$ cat src/rtl/pipe_pkg.sv
`default_nettype none
// ============================================================================
//  Module   : pipe_pkg
//  Brief    : Shared types and constants for the pipeline sequencer and the
//             load-use detector (FSM state encoding, x0 index, warm-up default).
//  Revision : 1.0 - initial release
// ============================================================================
package pipe_pkg;

   // Sequencer states; explicit 2-bit encoding
   typedef enum logic [1:0] {
      IDLE     = 2'd0,
      WARM     = 2'd1,
      RUN      = 2'd2,
      MEM_WAIT = 2'd3
   } state_t;

   // Architectural zero register: never a real producer
   localparam logic [4:0] REG_X0 = 5'd0;

   // Default instruction-memory settle time in cycles
   localparam int WARMUP_DEFAULT = 4;

endpackage : pipe_pkg
`default_nettype wire

$ cat src/rtl/load_use_detect.sv
`default_nettype none
// ============================================================================
//  Module   : load_use_detect
//  Brief    : Combinational load-use hazard detection between the load in EX
//             and the source operands of the instruction in ID. Also reused by
//             the ID-stage forwarding logic.
//  Revision : 1.0 - initial release
// ============================================================================
module load_use_detect
   import pipe_pkg::*;
(
   input  logic       ex_memrd_i,
   input  logic [4:0] ex_rd_i,
   input  logic [4:0] id_rs1_i,
   input  logic [4:0] id_rs2_i,
   output logic       lu_o
);

   logic w_rd_valid;
   logic w_rs_match;

   // A load targeting x0 produces nothing, so it can never cause a hazard
   assign w_rd_valid = (ex_rd_i != REG_X0);
   assign w_rs_match = (ex_rd_i == id_rs1_i) || (ex_rd_i == id_rs2_i);
   assign lu_o       = ex_memrd_i && w_rd_valid && w_rs_match;

endmodule : load_use_detect
`default_nettype wire

$ cat src/rtl/pipe_hazard_ctrl.sv
`default_nettype none
// ============================================================================
//  Module   : pipe_hazard_ctrl
//  Brief    : Pipeline sequencer for the 5-stage core. Runs the start-up
//             warm-up, then generates stall / flush / bubble controls with
//             priority: memory wait > taken branch > load-use.
//             Optional performance counters enabled by defining the macro
//             PIPE_HAZARD_CTRL_PERF_EN.
//  Revision : 1.0 - initial release
// ============================================================================
module pipe_hazard_ctrl
   import pipe_pkg::*;
#(
   parameter int WARMUP = WARMUP_DEFAULT
)(
   input  logic        clk_i,
   input  logic        rst_i,
   input  logic        run_i,
   input  logic [4:0]  id_rs1_i,
   input  logic [4:0]  id_rs2_i,
   input  logic [4:0]  ex_rd_i,
   input  logic        ex_memrd_i,
   input  logic        branch_i,
   input  logic        dmem_req_i,
   input  logic        dmem_rdy_i,
   output logic        start_o,
   output logic        pc_stall_o,
   output logic        ifid_hazard_o,
   output logic        ifid_flush_o,
   output logic        idex_bubble_o,
   output logic        exmem_stall_o
`ifdef PIPE_HAZARD_CTRL_PERF_EN
  ,output logic [31:0] stall_cnt_o,
   output logic [31:0] flush_cnt_o
`endif
);

   // WARMUP=0 would give a zero-width counter; keep at least one bit
   localparam int CNT_W = (WARMUP > 0) ? $clog2(WARMUP + 1) : 1;
   localparam logic [CNT_W-1:0] c_warm_last = CNT_W'(WARMUP);

   state_t           r_state;
   logic [CNT_W-1:0] r_warm_cnt;
   logic             r_start;

   logic w_lu;
   logic w_in_run;
   logic w_mem_wait;
   logic w_req_miss;

   load_use_detect u_lu (
      .ex_memrd_i (ex_memrd_i),
      .ex_rd_i    (ex_rd_i),
      .id_rs1_i   (id_rs1_i),
      .id_rs2_i   (id_rs2_i),
      .lu_o       (w_lu)
   );

   assign w_in_run   = (r_state == RUN);
   assign w_req_miss = dmem_req_i && !dmem_rdy_i;
   // Memory is blocking either while parked in MEM_WAIT or in the request cycle itself
   assign w_mem_wait = (r_state == MEM_WAIT) || (w_in_run && w_req_miss);

   // Sequencer FSM with warm-up counter and registered run enable
   always_ff @(posedge clk_i or posedge rst_i) begin
      if (rst_i) begin
         r_state    <= IDLE;
         r_warm_cnt <= '0;
         r_start    <= 1'b0;
      end else if (!run_i) begin
         r_state    <= IDLE;
         r_warm_cnt <= '0;
         r_start    <= 1'b0;
      end else begin
         case (r_state)
            IDLE: begin
               r_state    <= WARM;
               r_warm_cnt <= '0;
               r_start    <= 1'b0;
            end
            WARM: begin
               if (r_warm_cnt == c_warm_last) begin
                  r_state    <= RUN;
                  r_warm_cnt <= '0;
                  r_start    <= 1'b1;
               end else begin
                  r_warm_cnt <= r_warm_cnt + 1'b1;
               end
            end
            RUN: begin
               r_start <= 1'b1;
               if (w_req_miss) begin
                  r_state <= MEM_WAIT;
               end
            end
            MEM_WAIT: begin
               r_start <= 1'b1;
               if (dmem_rdy_i) begin
                  r_state <= RUN;
               end
            end
            default: begin
               r_state    <= IDLE;
               r_warm_cnt <= '0;
               r_start    <= 1'b0;
            end
         endcase
      end
   end

   assign start_o = r_start;

   // Priority mux: memory wait freezes everything, a branch kills the wrong-path
   // ID instruction (so it overrides load-use), load-use inserts one bubble
   always_comb begin
      pc_stall_o    = 1'b0;
      ifid_hazard_o = 1'b0;
      ifid_flush_o  = 1'b0;
      idex_bubble_o = 1'b0;
      exmem_stall_o = 1'b0;
      if (w_mem_wait) begin
         pc_stall_o    = 1'b1;
         ifid_hazard_o = 1'b1;
         exmem_stall_o = 1'b1;
      end else if (w_in_run && branch_i) begin
         ifid_flush_o  = 1'b1;
      end else if (w_in_run && w_lu) begin
         pc_stall_o    = 1'b1;
         ifid_hazard_o = 1'b1;
         idex_bubble_o = 1'b1;
      end
   end

`ifdef PIPE_HAZARD_CTRL_PERF_EN
   logic [31:0] r_stall_cnt;
   logic [31:0] r_flush_cnt;

   // Free-running event counters, wrap naturally, cleared only by reset
   always_ff @(posedge clk_i or posedge rst_i) begin
      if (rst_i) begin
         r_stall_cnt <= '0;
         r_flush_cnt <= '0;
      end else begin
         if (pc_stall_o) begin
            r_stall_cnt <= r_stall_cnt + 32'd1;
         end
         if (ifid_flush_o) begin
            r_flush_cnt <= r_flush_cnt + 32'd1;
         end
      end
   end

   assign stall_cnt_o = r_stall_cnt;
   assign flush_cnt_o = r_flush_cnt;
`endif

endmodule : pipe_hazard_ctrl
`default_nettype wire

$ cat config.mk
export PLATFORM = sky130hd
export DESIGN_NAME = pipe_hazard_ctrl
export DESIGN_NICKNAME = d
export VERILOG_FILES = /design/src/rtl/pipe_pkg.sv /design/src/rtl/load_use_detect.sv /design/src/rtl/pipe_hazard_ctrl.sv
export SDC_FILE = /design/constraint.sdc
export NUM_CORES = 1
export LEC_CHECK = 0
export ABC_AREA = 1
export CAP_MARGIN = 15
export CELL_PAD_IN_SITES_DETAIL_PLACEMENT = 1
export CELL_PAD_IN_SITES_GLOBAL_PLACEMENT = 2
export CORE_ASPECT_RATIO = 0.75
export CORE_MARGIN = 4
export CORE_UTILIZATION = 18
export CTS_CLUSTER_DIAMETER = 200
export CTS_CLUSTER_SIZE = 24
export DETAILED_ROUTE_END_ITERATION = 10
export HOLD_SLACK_MARGIN = 0.02
export PLACE_DENSITY = 0.88
export SLEW_MARGIN = 0
export SYNTH_ARGS = -nofsm -noshare
export SYNTH_HDL_FRONTEND = slang
export SYNTH_SLANG_ARGS = --single-unit
$ cat constraint.sdc
create_clock -name clk_i -period 1.55 [get_ports clk_i]
set_clock_uncertainty 0.15 [all_clocks]
set_input_delay 0.31 -clock clk_i [delete_from_list [all_inputs] [get_ports clk_i]]
set_output_delay 0.31 -clock clk_i [all_outputs]
set_load 0.005 [all_outputs]
After elaboration in Yosys (flattened, before gate mapping)
Index checks and enable logic that the tools add are counted.
{"block": "op_classes", "reduce_logical": 13, "add_sub_neg": 1, "eq_ne": 10, "mux": 18}
{"op": "5-bit == test", "n": 2}
{"op": "1-bit two-way mux", "n": 9}
{"op": "2-bit two-way mux", "n": 4}
{"op": "2-bit case mux with 4 select lines", "n": 1}
{"op": "1-bit logical AND", "n": 6}
{"op": "3-bit two-way mux", "n": 2}
{"op": "3-bit inequality test (second input constant)", "n": 2}
{"op": "3-bit case mux with 2 select lines", "n": 1}
{"op": "5-bit nonzero test", "n": 1}
{"op": "2-bit == test (second input constant)", "n": 2}
{"op": "3-bit by 1-bit adder with 3-bit output (second input constant)", "n": 1}
{"op": "3-bit == test (second input constant)", "n": 1}
{"op": "3-bit by 1-bit inequality test with 1-bit output (second input constant)", "n": 1}
{"op": "3-bit by 2-bit inequality test with 1-bit output (second input constant)", "n": 1}
{"op": "1-bit case mux with 3 select lines", "n": 1}
{"op": "3-bit AND reduction", "n": 1}
{"op": "2-bit by 1-bit == test with 1-bit output (second input constant)", "n": 1}
{"op": "2-bit zero test", "n": 1}
{"op": "1-bit logical OR", "n": 2}
{"op": "2-bit OR reduction", "n": 1}
{"op": "1-bit zero test", "n": 1}
{"block": "totals", "register_bits": 6, "out_inout_bits": 6, "in_bits": 22, "word_cells": 45}

Longest topological paths before layout
{"block": "depth", "depth_word": 7, "ltp_mapped": 9, "mapped_depth_nobuf": 8}

Hierarchy
A second synthesis with hierarchy kept.
{"block": "hier_totals", "cells_unflattened": 96, "hier_area_um2": 604.3}
{"module": "pipe_hazard_ctrl", "instances": 1, "area_per_inst_um2": 409.1, "cells_per_inst": 51, "seq_area_each_um2": 150.1}
{"module": "load_use_detect", "instances": 1, "area_per_inst_um2": 195.2, "cells_per_inst": 45, "seq_area_each_um2": 0.0}

Worst setup path after synthesis
OpenSTA, ideal clock, no wires.
{"block": "synth_path", "kind": "register to output", "startpoint": "reg r_state[1]", "endpoint": "out pc_stall_o", "required_ns": 1.090, "path_buffers": 1, "arrival_ns": 0.932, "path_stages_with_launch": 8, "slack_ns": 0.158, "path_cell_list": "dfrtp_1 > inv_2 > nor2_1 > nand4_1 > inv_1 > nand2_2 > nand2_1 > buf_4"}
{"block": "synth_between", "elab_chain_len": 5, "elab_cells_between_ends": 9, "classes_between": "2 x eq/ne; 3 x mux; 4 x reduce/logical"}
{"element": "start: declaration", "line_no": "pipe_hazard_ctrl.sv:42", "text": "state_t r_state;"}
{"element": "start signal: assignment", "line_no": "pipe_hazard_ctrl.sv:67", "text": "r_state <= IDLE;"}
{"element": "start signal: assignment", "line_no": "pipe_hazard_ctrl.sv:71", "text": "r_state <= IDLE;"}
{"element": "start signal: assignment", "line_no": "pipe_hazard_ctrl.sv:77", "text": "r_state <= WARM;"}
{"element": "2-bit == test", "line_no": "pipe_hazard_ctrl.sv:59", "text": "assign w_in_run = (r_state == RUN);"}
{"element": "1-bit logical AND", "line_no": "pipe_hazard_ctrl.sv:127", "text": "end else if (w_in_run && w_lu) begin"}
{"element": "1-bit two-way mux (2 in series)"}
{"element": "1-bit two-way mux (*)"}
{"element": "end: declaration", "line_no": "pipe_hazard_ctrl.sv:27", "text": "output logic pc_stall_o,"}
Mark *: on every way between the ends. The rest lies on a longest branch, timed or not.

Worst setup path after layout
{"block": "layout_path", "startpoint": "reg r_state[0]", "endpoint": "out idex_bubble_o"}
{"block": "layout_between", "elab_chain_len": 5, "elab_cells_between_ends": 9, "classes_between": "2 x eq/ne; 3 x mux; 4 x reduce/logical"}
{"element": "2-bit == test", "line_no": "pipe_hazard_ctrl.sv:59"}
{"element": "1-bit logical AND", "line_no": "pipe_hazard_ctrl.sv:127"}
{"element": "1-bit two-way mux", "line_no": "pipe_hazard_ctrl.sv:127"}
{"element": "1-bit two-way mux", "line_no": "pipe_hazard_ctrl.sv:125", "text": "end else if (w_in_run && branch_i) begin"}
{"element": "1-bit two-way mux (*)", "line_no": "pipe_hazard_ctrl.sv:121", "text": "if (w_mem_wait) begin"}
{"element": "end: declaration", "line_no": "pipe_hazard_ctrl.sv:30", "text": "output logic idex_bubble_o,"}
Marks and branches as above.

==> results.cfg <==
[outcome]
run_status = finished, violations left
violations = negative setup slack

[placement]
portBuffers = 27
pre_cts_slack_ps = -852
dpl.hpwl_um = 1520
gp_congestion = 0.748
dp.cells = 165

[route]
drt-pass1-iter-count = 4
viasPerCell = 3.99
remaining_drc_errors = 0
wl_met3_um = 71
top_layer = met4
route.layer.met1.wl_um = 806
finalWirelength_um = 1810
route.met2.wl_um = 895
via_count = 674
antenna_left = 0
drt_iter0_drc = 27
wire_per_inst_um = 10.7

[pwr]
powerDensity_mw_per_mm2 = 926
p_sw_uw = 306
p_leak_uw = 0.000562
ir_worst_vdd_mv = 0.392
p_int_uw = 552
clkPwrFrac_pct = 28.6
p_total_uw = 858
swShare_pct = 35.7
comb_power_share_pct = 43.9
share_seq_of_total_power_pct = 27.5

[floorplan]
die_h_um = 56.0
die_w_um = 71.9
core-area_mm2 = 0.00294
row_count = 17
pin_count = 28
start_util_pct = 18.8
die-area_mm2 = 0.00402

[grt]
grt_usage_pct = 10.0
grt_max_degree = 7
first_global_vias = 712
gr-total-overflow = 0
grt_pass1_wl_um = 3150
antenna_found_initial = 0

[synthesis]
synth_top_family_by_area = simple AND/OR/NAND/NOR gates
synthMuxAreaShare_pct = 0
syn_area_um2 = 552
yosysUniqueCellTypes = 16
synth_compound_area_share_pct = 4.76
synth_seq_area_share_pct = 27.2
ys_ff_latch = 6
postSynthAreaPerCell_um2 = 5.81
synth_nets = 119
synth-warning-count = 0
yosys.area_share.simple_pct = 41.0
syn_inst = 95
synth_xor_area_share_pct = 4.76
synthAdderAreaFrac_pct = 4.54

[clock_tree]
cts_tree = built
htreeDepth = 1
cts_buffers = 3
cts_hold_buf = 0
numClockSinks = 6
clkLatencyLatePin_ps = 230
clock_path_buffers = 2
cts_root_buf = clkbuf_8
clk_pin_slew_ps = 40

[finish]
drive_gt1_share_pct = 29.8
antenna_cells = 0
syn2layout_area_growth_pct = 67.8
final_util_pct = 31.5
most-common-layout-cells = 28 x nand2_1, 16 x inv_1, 10 x nor2_1, 10 x buf_2, 8 x inv_2
final_common_cell = nand2_1
fin_nets = 157
final_cells = 169

[setup_path]
cpPeakStageDelay_ps = 440
end_kind = output port
crit_required_ps = 1090
critPathLaunchType = register
cp_cell_sequence = nor2_4 -> nand4_1 -> inv_1 -> nand2_2 -> nor2_2 -> buf_2
crit_path_top_delay_cell = dfrtp_2
path_class = register to output port
path_max_fanout = 4
critPathArrivalTime_ps = 1180

[timing]
hold_slack_ps = 159
setup_viol = 3
worst_pin_slew_ps = 259
layout_setup_ws_ps = -92.9
fin_crit_ps = 1640
slew_headroom_pct = 82.7
finalCritPeriodShare_pct = 106
slew_violations = 0
hold_viol = 0
rsz0062_at_grt = true
max_freq_mhz = 609

[worst_hold_path]
hold_path_class = input pin to asynchronous set/reset pin

[run]
drv_cap = 0
## synthesized netlist by cell type (all sizes together)
cell type	count	area share (%)
o21ai	4	3.6
xnor2	3	4.8
and3	1	1.1
nand4	5	5.7
buf	1	1.4
ha	2	4.5
a31oi	1	1.1
nand2	33	23
inv	24	16
dfrtp	6	27
nor3	1	0.91
nor2	12	8.6
nand3	2	1.8
## cell type report
cell class	instances	area, um2
tap	38	47.5
multi-input combinational	64	337
clock buffer	3	41.3
inverter	24	90.1
fill	384	2010
timing repair buffer	34	259
sequential	6	151
## routing by layer
| metal | GRT usage [%] | vias up |
|---|---|---|
| met2 | 16.4 | 17 |
| li1 | - | 357 |
| met5 | 0 | - |
| met1 | 12.2 | 296 |
| met3 | 3.07 | 4 |
| met4 | 4.02 | 0 |
## worst paths after layout
kind	endpoint	startpoint	depth (start not counted)	slack (ps)
worst min register to register	start_o	start_o	2	350
worst min-delay path	r_state[1]	rst_i	2	160
worst max register to register	start_o	r_warm_cnt[0]	6	180
min in group clk_i	start_o	start_o	2	350
worst max-delay path	idex_bubble_o	r_state[0]	6	-90
max in group asynchronous	r_state[0]	rst_i	2	870
## critical path: cells and delay by family, from the launching register on
kind                   cells  cell delay [ps]
and+or+nand+nor            4              340
buffers and inverters      2              180
DFF                        1              440
## power groups by stage
stage          registers, uW  clock network [uW]  logic, uW
2_1_floorplan            228                   0        145
3_3_place_gp             225                   0        347
3_5_place_dp             227                   0        362
4_1_cts                  227                 254        354
5_1_grt                  241                 262        430
6_report                 236                 246        376
## registers in the layout, indices dropped and copies added (netlist names)
| register | count |
|---|---|
| r_state | 2 |
| r_warm_cnt | 3 |
| start_o | 1 |
## cell families after synthesis
group	Yosys count
and+or+nand+nor	54
buffers and inverters	25
DFF	6
AOI/OAI and AO/OA	5
xor gates and xnor gates	3
adders and majority gates	2
## metrics by stage
stage	area, um2	TNS [ps]
floorplan	552	0
finish	926	-261
global route	926	-558
detailed placement	907	-3590
CTS	918	-290
global placement	907	-3510
## repair_timing
action / 4_1_cts / 5_1_grt
pin swaps: 24 / 10
resized for setup: 69 / 10
endpoints found under the setup margin: 5 / 6
buffers inserted: 1 / 3
No activity file was read; power rests on OpenSTA's default activity.
